File: config.mk
export PLATFORM = sky130hd
export DESIGN_NAME = light_phase_sequencer
export DESIGN_NICKNAME = d
export VERILOG_FILES = /design/src/rtl/light_phase_sequencer.sv
export SDC_FILE = /design/constraint.sdc
export NUM_CORES = 1
export LEC_CHECK = 0
export CAP_MARGIN = 20
export CELL_PAD_IN_SITES_DETAIL_PLACEMENT = 0
export CELL_PAD_IN_SITES_GLOBAL_PLACEMENT = 1
export CORE_MARGIN = 5
export CORE_UTILIZATION = 35
export DETAILED_ROUTE_END_ITERATION = 6
export PLACE_DENSITY = 0.82
export SLEW_MARGIN = 20
export SYNTH_ARGS = -nofsm -noshare
export SYNTH_HDL_FRONTEND = slang
export SYNTH_SLANG_ARGS = --single-unit
File: constraint.sdc
create_clock -name ClockIn -period 3.5 [get_ports ClockIn]
set_input_delay 0.875 -clock ClockIn [delete_from_list [all_inputs] [get_ports ClockIn]]
set_output_delay 0.875 -clock ClockIn [all_outputs]
set_load 0.1 [all_outputs]
File: src/rtl/light_phase_sequencer.sv
// Traffic-light phase sequencer: IDLE -> GREEN -> YELLOW -> RED -> GREEN on one-second ticks.
// Drives the countdown value, the active-low RGB colour code and single-cycle
// phase-done / request-acknowledge pulses. All outputs are registered.
module light_phase_sequencer #(
  parameter int unsigned GREEN_TIME  = 20,
  parameter int unsigned YELLOW_TIME = 4,
  parameter int unsigned RED_TIME    = 15,
  parameter int unsigned REQ_CUT     = 5
) (
  input  logic       ClockIn,
  input  logic       Resetn,
  input  logic       Tick,
  input  logic       Start,
  input  logic       Stop,
  input  logic       Req,
  output logic [4:0] Count,
  output logic       CountEn,
  output logic [2:0] Colour,
  output logic [1:0] Phase,
  output logic       PhaseDone,
  output logic       ReqAck
);

  typedef enum logic [1:0] {
    PhIdle   = 2'b00,
    PhGreen  = 2'b01,
    PhYellow = 2'b10,
    PhRed    = 2'b11
  } phase_e;

  localparam logic [4:0] LdGreen  = 5'(GREEN_TIME);
  localparam logic [4:0] LdYellow = 5'(YELLOW_TIME);
  localparam logic [4:0] LdRed    = 5'(RED_TIME);
  localparam logic [4:0] LdCut    = 5'(REQ_CUT);

  localparam logic [2:0] ColGreen  = 3'b101;
  localparam logic [2:0] ColYellow = 3'b001;
  localparam logic [2:0] ColRed    = 3'b011;
  localparam logic [2:0] ColOff    = 3'b111;

  phase_e     r_phase;
  logic [4:0] r_count;
  logic       r_count_en;
  logic [2:0] r_colour;
  logic       r_phase_done;
  logic       r_req_ack;
  logic       r_req_pending;
  // Set when a pending request has lived through a GREEN phase; only such a request is
  // served at the YELLOW->RED edge. A request first raised in YELLOW waits for the next cycle.
  logic       r_req_armed;

  // Phase FSM with registered outputs; Stop > Start > request cut > Tick.
  always_ff @(posedge ClockIn or negedge Resetn) begin
    if (!Resetn) begin
      r_phase       <= PhIdle;
      r_count       <= 5'd0;
      r_count_en    <= 1'b0;
      r_colour      <= ColOff;
      r_phase_done  <= 1'b0;
      r_req_ack     <= 1'b0;
      r_req_pending <= 1'b0;
      r_req_armed   <= 1'b0;
    end else begin
      r_phase_done <= 1'b0;
      r_req_ack    <= 1'b0;
      if (Stop) begin
        r_phase       <= PhIdle;
        r_count       <= 5'd0;
        r_count_en    <= 1'b0;
        r_colour      <= ColOff;
        r_req_pending <= 1'b0;
        r_req_armed   <= 1'b0;
      end else if (r_phase == PhIdle) begin
        if (Start) begin
          r_phase    <= PhGreen;
          r_count    <= LdGreen;
          r_count_en <= 1'b1;
          r_colour   <= ColGreen;
        end
      end else begin
        if (Req) begin
          r_req_pending <= 1'b1;
        end
        if (r_phase == PhGreen && r_req_pending && r_count > LdCut) begin
          // The cut wins over a simultaneous Tick.
          r_count <= LdCut;
        end else if (Tick) begin
          if (r_count > 5'd1) begin
            r_count <= r_count - 5'd1;
          end else begin
            r_phase_done <= 1'b1;
            case (r_phase)
              PhGreen: begin
                r_phase     <= PhYellow;
                r_count     <= LdYellow;
                r_colour    <= ColYellow;
                r_req_armed <= r_req_pending | Req;
              end
              PhYellow: begin
                r_phase  <= PhRed;
                r_count  <= LdRed;
                r_colour <= ColRed;
                if (r_req_armed) begin
                  // Overrides any Req seen this cycle: it belongs to the request being served.
                  r_req_pending <= 1'b0;
                  r_req_armed   <= 1'b0;
                  r_req_ack     <= 1'b1;
                end
              end
              PhRed: begin
                r_phase  <= PhGreen;
                r_count  <= LdGreen;
                r_colour <= ColGreen;
              end
              default: begin
                r_phase <= PhIdle;
              end
            endcase
          end
        end
      end
    end
  end

  // Outputs straight from the state registers.
  always_comb begin
    Phase     = r_phase;
    Count     = r_count;
    CountEn   = r_count_en;
    Colour    = r_colour;
    PhaseDone = r_phase_done;
    ReqAck    = r_req_ack;
  end

endmodule

==> Word level (Yosys, flattened, before mapping) <==
Index checks and enable logic that the tools add are counted.
{ "totals": {"reg_bits": 15, "input_bits": 6, "output_inout_bits": 13, "word_cells": 87} }
{ "op_classes": {"add_sub_neg": 1, "magnitude_cmp": 2, "n_eq_ne": 9, "muxes": 50, "bitwise": 1, "reduce_logical": 16} }
{ "op_table": {"columns": ["cell", "count"], "rows": [
  ["$mux W5", 6],
  ["$mux W1", 28],
  ["$mux W3", 6],
  ["$pmux W5 S3", 1],
  ["$mux W2", 6],
  ["$reduce_and A5 Y1", 2],
  ["$ne A3 B3 Y1 const B", 3],
  ["$pmux W3 S3", 1],
  ["$reduce_bool A7 Y1", 1],
  ["$ne A2 B2 Y1 const B", 3],
  ["$pmux W2 S3", 1],
  ["$reduce_bool A2 Y1", 3],
  ["$reduce_bool A3 Y1", 2],
  ["$gt A5 B1 Y1 const B", 1],
  ["$gt A5 B3 Y1 const B", 1],
  ["$reduce_bool A5 Y1", 1],
  ["$sub A5 B1 Y5 const B", 1],
  ["$eq A2 B2 Y1 const B", 2],
  ["$reduce_and A4 Y1", 1],
  ["$reduce_bool A4 Y1", 1],
  ["$reduce_and A3 Y1", 1],
  ["$eq A2 B1 Y1 const B", 1],
  ["$logic_and A1 B1 Y1", 2],
  ["$logic_not A2 Y1", 1],
  ["other kinds (3)", 3]
]} }

==> Longest topological paths before layout <==
{ "depth": {"word_depth": 8, "depth_mapped": 8, "depth_no_buf": 7} }

==> Worst setup path after synthesis <==
OpenSTA, ideal clock, no wires.
{ "synth_timing": {"kind": "register to register", "startpoint": "reg r_phase[0], in the netlist Phase[0]", "endpoint": "reg r_count[0], in the netlist Count[0]", "setup_time_ps": 120, "t_arrival_ps": 2439, "required_ps": 3380, "setup_slack_ps": 941, "path_stages_with_launch": 9, "n_path_buf": 1, "synth_period_minus_slack_ps": 2559, "cell_sequence": "dfrtp_1 inv_1 ha_1 buf_6 nor3_1 nand4_1 o211ai_1 a211oi_1 a21o_1"} }
{ "synth_via": {"elab_chain_cells": 7, "word_cells_on_any_way": 16, "cone_classes": "eq/ne: 4; mux: 6; reduce/logical: 6"} }
{ "synth_rtl": {"columns": ["item", "line", "rtl"], "rows": [
  ["start, declared", "41", "phase_e r_phase;"],
  ["start signal, assigned", "55", "r_phase <= PhIdle;"],
  ["start signal, assigned", "67", "r_phase <= PhIdle;"],
  ["start signal, assigned", "75", "r_phase <= PhGreen;"],
  ["$eq A2 B2 Y1 / $eq A2 B1 Y1 (equally long branches)", "92, 84", null],
  ["$pmux W5 S3", "92", "case (r_phase)"],
  ["$mux W5", "88", "if (r_count > 5'd1) begin"],
  ["$mux W5", "87", "end else if (Tick) begin"],
  ["$mux W5", "84", "if (r_phase == PhGreen && r_req_pending && r_count > LdCut) begin"],
  ["$mux W5", "73", "end else if (r_phase == PhIdle) begin"],
  ["$mux W5", "66", "if (Stop) begin"],
  ["end signal, assigned", "76", "r_count <= LdGreen;"],
  ["end signal, assigned", "86", "r_count <= LdCut;"],
  ["end signal, assigned", "89", "r_count <= r_count - 5'd1;"],
  ["end, declared", "42", "logic [4:0] r_count;"]
]} }
Parallel ways exist; a longest one is shown, timed or not. The select of a mux whose other input is x is not followed.
A chain may end at the register's enable or synchronous reset.

==> Worst setup path after layout <==
{ "layout_timing": {"startpoint": "in Stop", "endpoint": "reg r_count[2], in the netlist Count[2]"} }
{ "layout_via": {"elab_chain_cells": 2, "word_cells_on_any_way": 5, "cone_classes": "eq/ne: 1; mux: 1; reduce/logical: 3"} }
{ "layout_rtl": {"columns": ["item", "line", "rtl"], "rows": [
  ["start, declared", "14", "input logic Stop,"],
  ["$reduce_bool A7 Y1 (no line), or another cell as far along", null, null],
  ["$reduce_and A3 Y1 (no line)", null, null]
]} }
Parallel ways exist; a longest one is shown, timed or not.

==> summary.txt <==
STA
  • RSZ-0062 raised after global routing: no
  • Min Tclk post-route: approximately 2600 ps
  • Fmax: 0.3851 GHz
  • Worst Tran Pin Value: 637.8 ps
  • Max Slew Vio Count: 0
  • Sum Neg Setup Slack: 0 ps
  • Rel. slew slack: 57.35%
  • Final setup vio count: 0
  • Final period utilization: 74.20%
  • Layout Skew: 3.819 ps
  • Final Hold Viols: 0

Logic synthesis
  • Post-synthesis mux area share: 1.240%
  • Synth Register Bits: 14
  • Post-synth design cell area: ~900 um^2
  • Largest family of logic cells by synthesized area: compound AO/OA/AOI/OAI gates
  • Sequential share of the synthesized area: 38.84%
  • Syn_nets: 112
  • XOR/XNOR share of the synthesized area: 0%
  • Most common cell in the netlist: dfrtp_1
  • Syn Inst Count: 99
  • Async set-or-reset flop fraction in the synthesized netlist: 100.0%
  • Commonest cells in the netlist: 12 x dfrtp_1, 10 x nand2_1, 9 x inv_1, 9 x nor2_1, 8 x a21oi_1
  • Top FF cell, synth: dfrtp_1
  • Ys Warns: 0
  • Share of the synthesized area in the top cell type: 33.06%
  • Synth cell types: 37
  • Synth Area in Compound Gates: 24.79%
  • Synth Area in Adders: 9.642%
  • Average size of a mapped cell: 9.175 um^2
  • Synth Area in Simple Gates: 18.87%
  • Number of synthesized flops with an enable pin: 0
  • Top cells by area, synth: dfrtp_1 33%, ha_1 9.6%, dfstp_2 5.8%
  • Post-synth top area cell: dfrtp_1

Floorplanning
  • IO Count: 19
  • Die width: 60.95 um
  • Die area: 0.003714 mm^2
  • Row count: 18
  • Initial Util: between 30% and 40%
  • Die span in y: 60.95 um
  • Core area: 0.002477 mm^2

GRT
  • Total grt overflow: 0
  • Initial antenna violation count: 0
  • Largest net degree at the start of global routing: 15
  • Vias in the first global route: 801
  • First-pass GRT wire length: 3560 um
  • Total GRT Usage: 12.78%

Placed design
  • Placer Congestion: around 0.86
  • I/O Buffers: 17
  • Placed instance count: 143
  • Post-DP HPWL: 1653 um

Detailed routing
  • Final WL: 2119 um
  • Vias per cell: 5.429
  • Post-detailed-route wirelength per cell: approximately 14 um
  • Initial DRC Count: 31
  • # DRC: 0
  • Via Count: 798
  • ANT nets after route: 0
  • DR pass1 iterations: 4

Worst setup path
  • CP Data Required Time: 3670 ps
  • Crit path kind: in -> reg
  • CP endpoint kind: flip-flop
  • Worst Path Max Fanout: 14
  • Worst setup SP type: input pin
  • Crit path DAT: 2770 ps

Cells and area
  • Antenna cell count: 0
  • Non-Filler Instances: 147
  • Fillers: between 200 and 300
  • Layout cells sized above 1: a little under a quarter
  • Fin nets: between 100 and 150
  • Area Growth Syn to Fin: 21.07%

Clocking
  • Post-CTS setup buffers: 0
  • TritonCTS Buffers: 3
  • Worst skew pair latency: 280 ps
  • Clk sinks: 14
  • Root buf cell: clkbuf_4
  • Clock H-tree levels: 1
  • Clock-pin slew on the worst setup and hold paths: approximately 90 ps
  • Hold-fix buffers, CTS: 0
  • Cts repair resizes: 0
  • CTS tree: built
  • Clock Path Buffers: 2

Outcome
  • Status: completed

Worst hold path
  • Hold Path Class: reg -> reg

Flow run
  • Max-cap violation count: 0
-- state kept, by name (all words and copies together), names as in the netlist --
signal / cells
Count: 5
Colour: 2
Phase: 2
CountEn: 1
PhaseDone: 1
ReqAck: 1
r_req_armed: 1
r_req_pending: 1
-- routing by layer --
metal / up-vias / GRT usage (%) / routed length [um]
met1: 381 / 16.82 / 997
met5: - / 0 / 0
met3: 2 / 2.766 / 109
li1: 391 / - / -
met4: 0 / 3.406 / 12
met2: 24 / 21.22 / 999
-- cells in the final DEF (no fill, tap or decap), types with 2 or more instances in the layout --
cell type	Yosys	routed
dfrtp_1	12	12
inv_1	9	9
nor2_1	9	9
o21ai_0	3	3
o211ai_1	2	2
a21oi_1	8	8
o31ai_1	3	3
dfstp_2	2	2
buf_4	1	12
o32ai_1	2	2
clkdlybuf4s50_1	0	5
ha_1	7	7
nor3_1	5	5
clkbuf_4	0	3
nand2_1	10	10
or3_1	3	3
-- path summary, 6_finish.rpt --
kind | startpoint | endpoint | slack [ps] | cells after the start
hold / removal | r_req_armed | r_req_pending | 480 | 1
hold reg to reg | r_req_armed | r_req_pending | 480 | 1
setup / recovery | Stop | Count[2] | 900 | 6
min in group asynchronous | Resetn | Count[1] | 990 | 1
max in group asynchronous | Resetn | Phase[1] | 2100 | 1
setup reg to reg | Phase[1] | Count[2] | 1280 | 7
-- logic make-up (layout without fill, tap and decap cells) --
| kind of cell | count (synthesis) | in the layout |
|---|---|---|
| simple gates | 33 | 33 |
| compound gates | 31 | 31 |
| flops | 14 | 14 |
| buf+inv | 12 | 30 |
| fa+ha+maj | 7 | 7 |
| other cells | 1 | 1 |
| mux | 1 | 1 |
-- critical path: stages --
cell and delay, ps:
clkdlybuf4s50_1 660, nor3_1 510, nand4_1 150, o211ai_1 270, a21oi_1 80, o22a_1 210
-- per-stage QoR --
stage               util (%)  instance area (um^2)  worst slack (ps)  hold slack (ps)
floorplan                  -                 908.4             940.9            456.9
global placement       42.93                  1064             773.4            485.3
detailed placement     42.93                  1064             666.4            475.0
CTS                    44.39                  1100             951.6            488.1
global route           44.39                  1100             757.7            527.9
finish                 44.39                  1100             903.0            483.8
-- cell type report --
class                   instances  area [um^2]  share of cell area, %
multi-input cells              73        499.2                  45.39
well taps                      30        37.54                  3.413
inverters                       9        33.78                  3.072
repair buffers                 17        140.1                  12.74
clock buffers                   4        36.28                  3.299
flip-flops and latches         14        352.8                  32.08
Power is left out: the tool's default activity adds up to more than one toggle a clock period on the data nets, which glitch-free logic cannot reach.
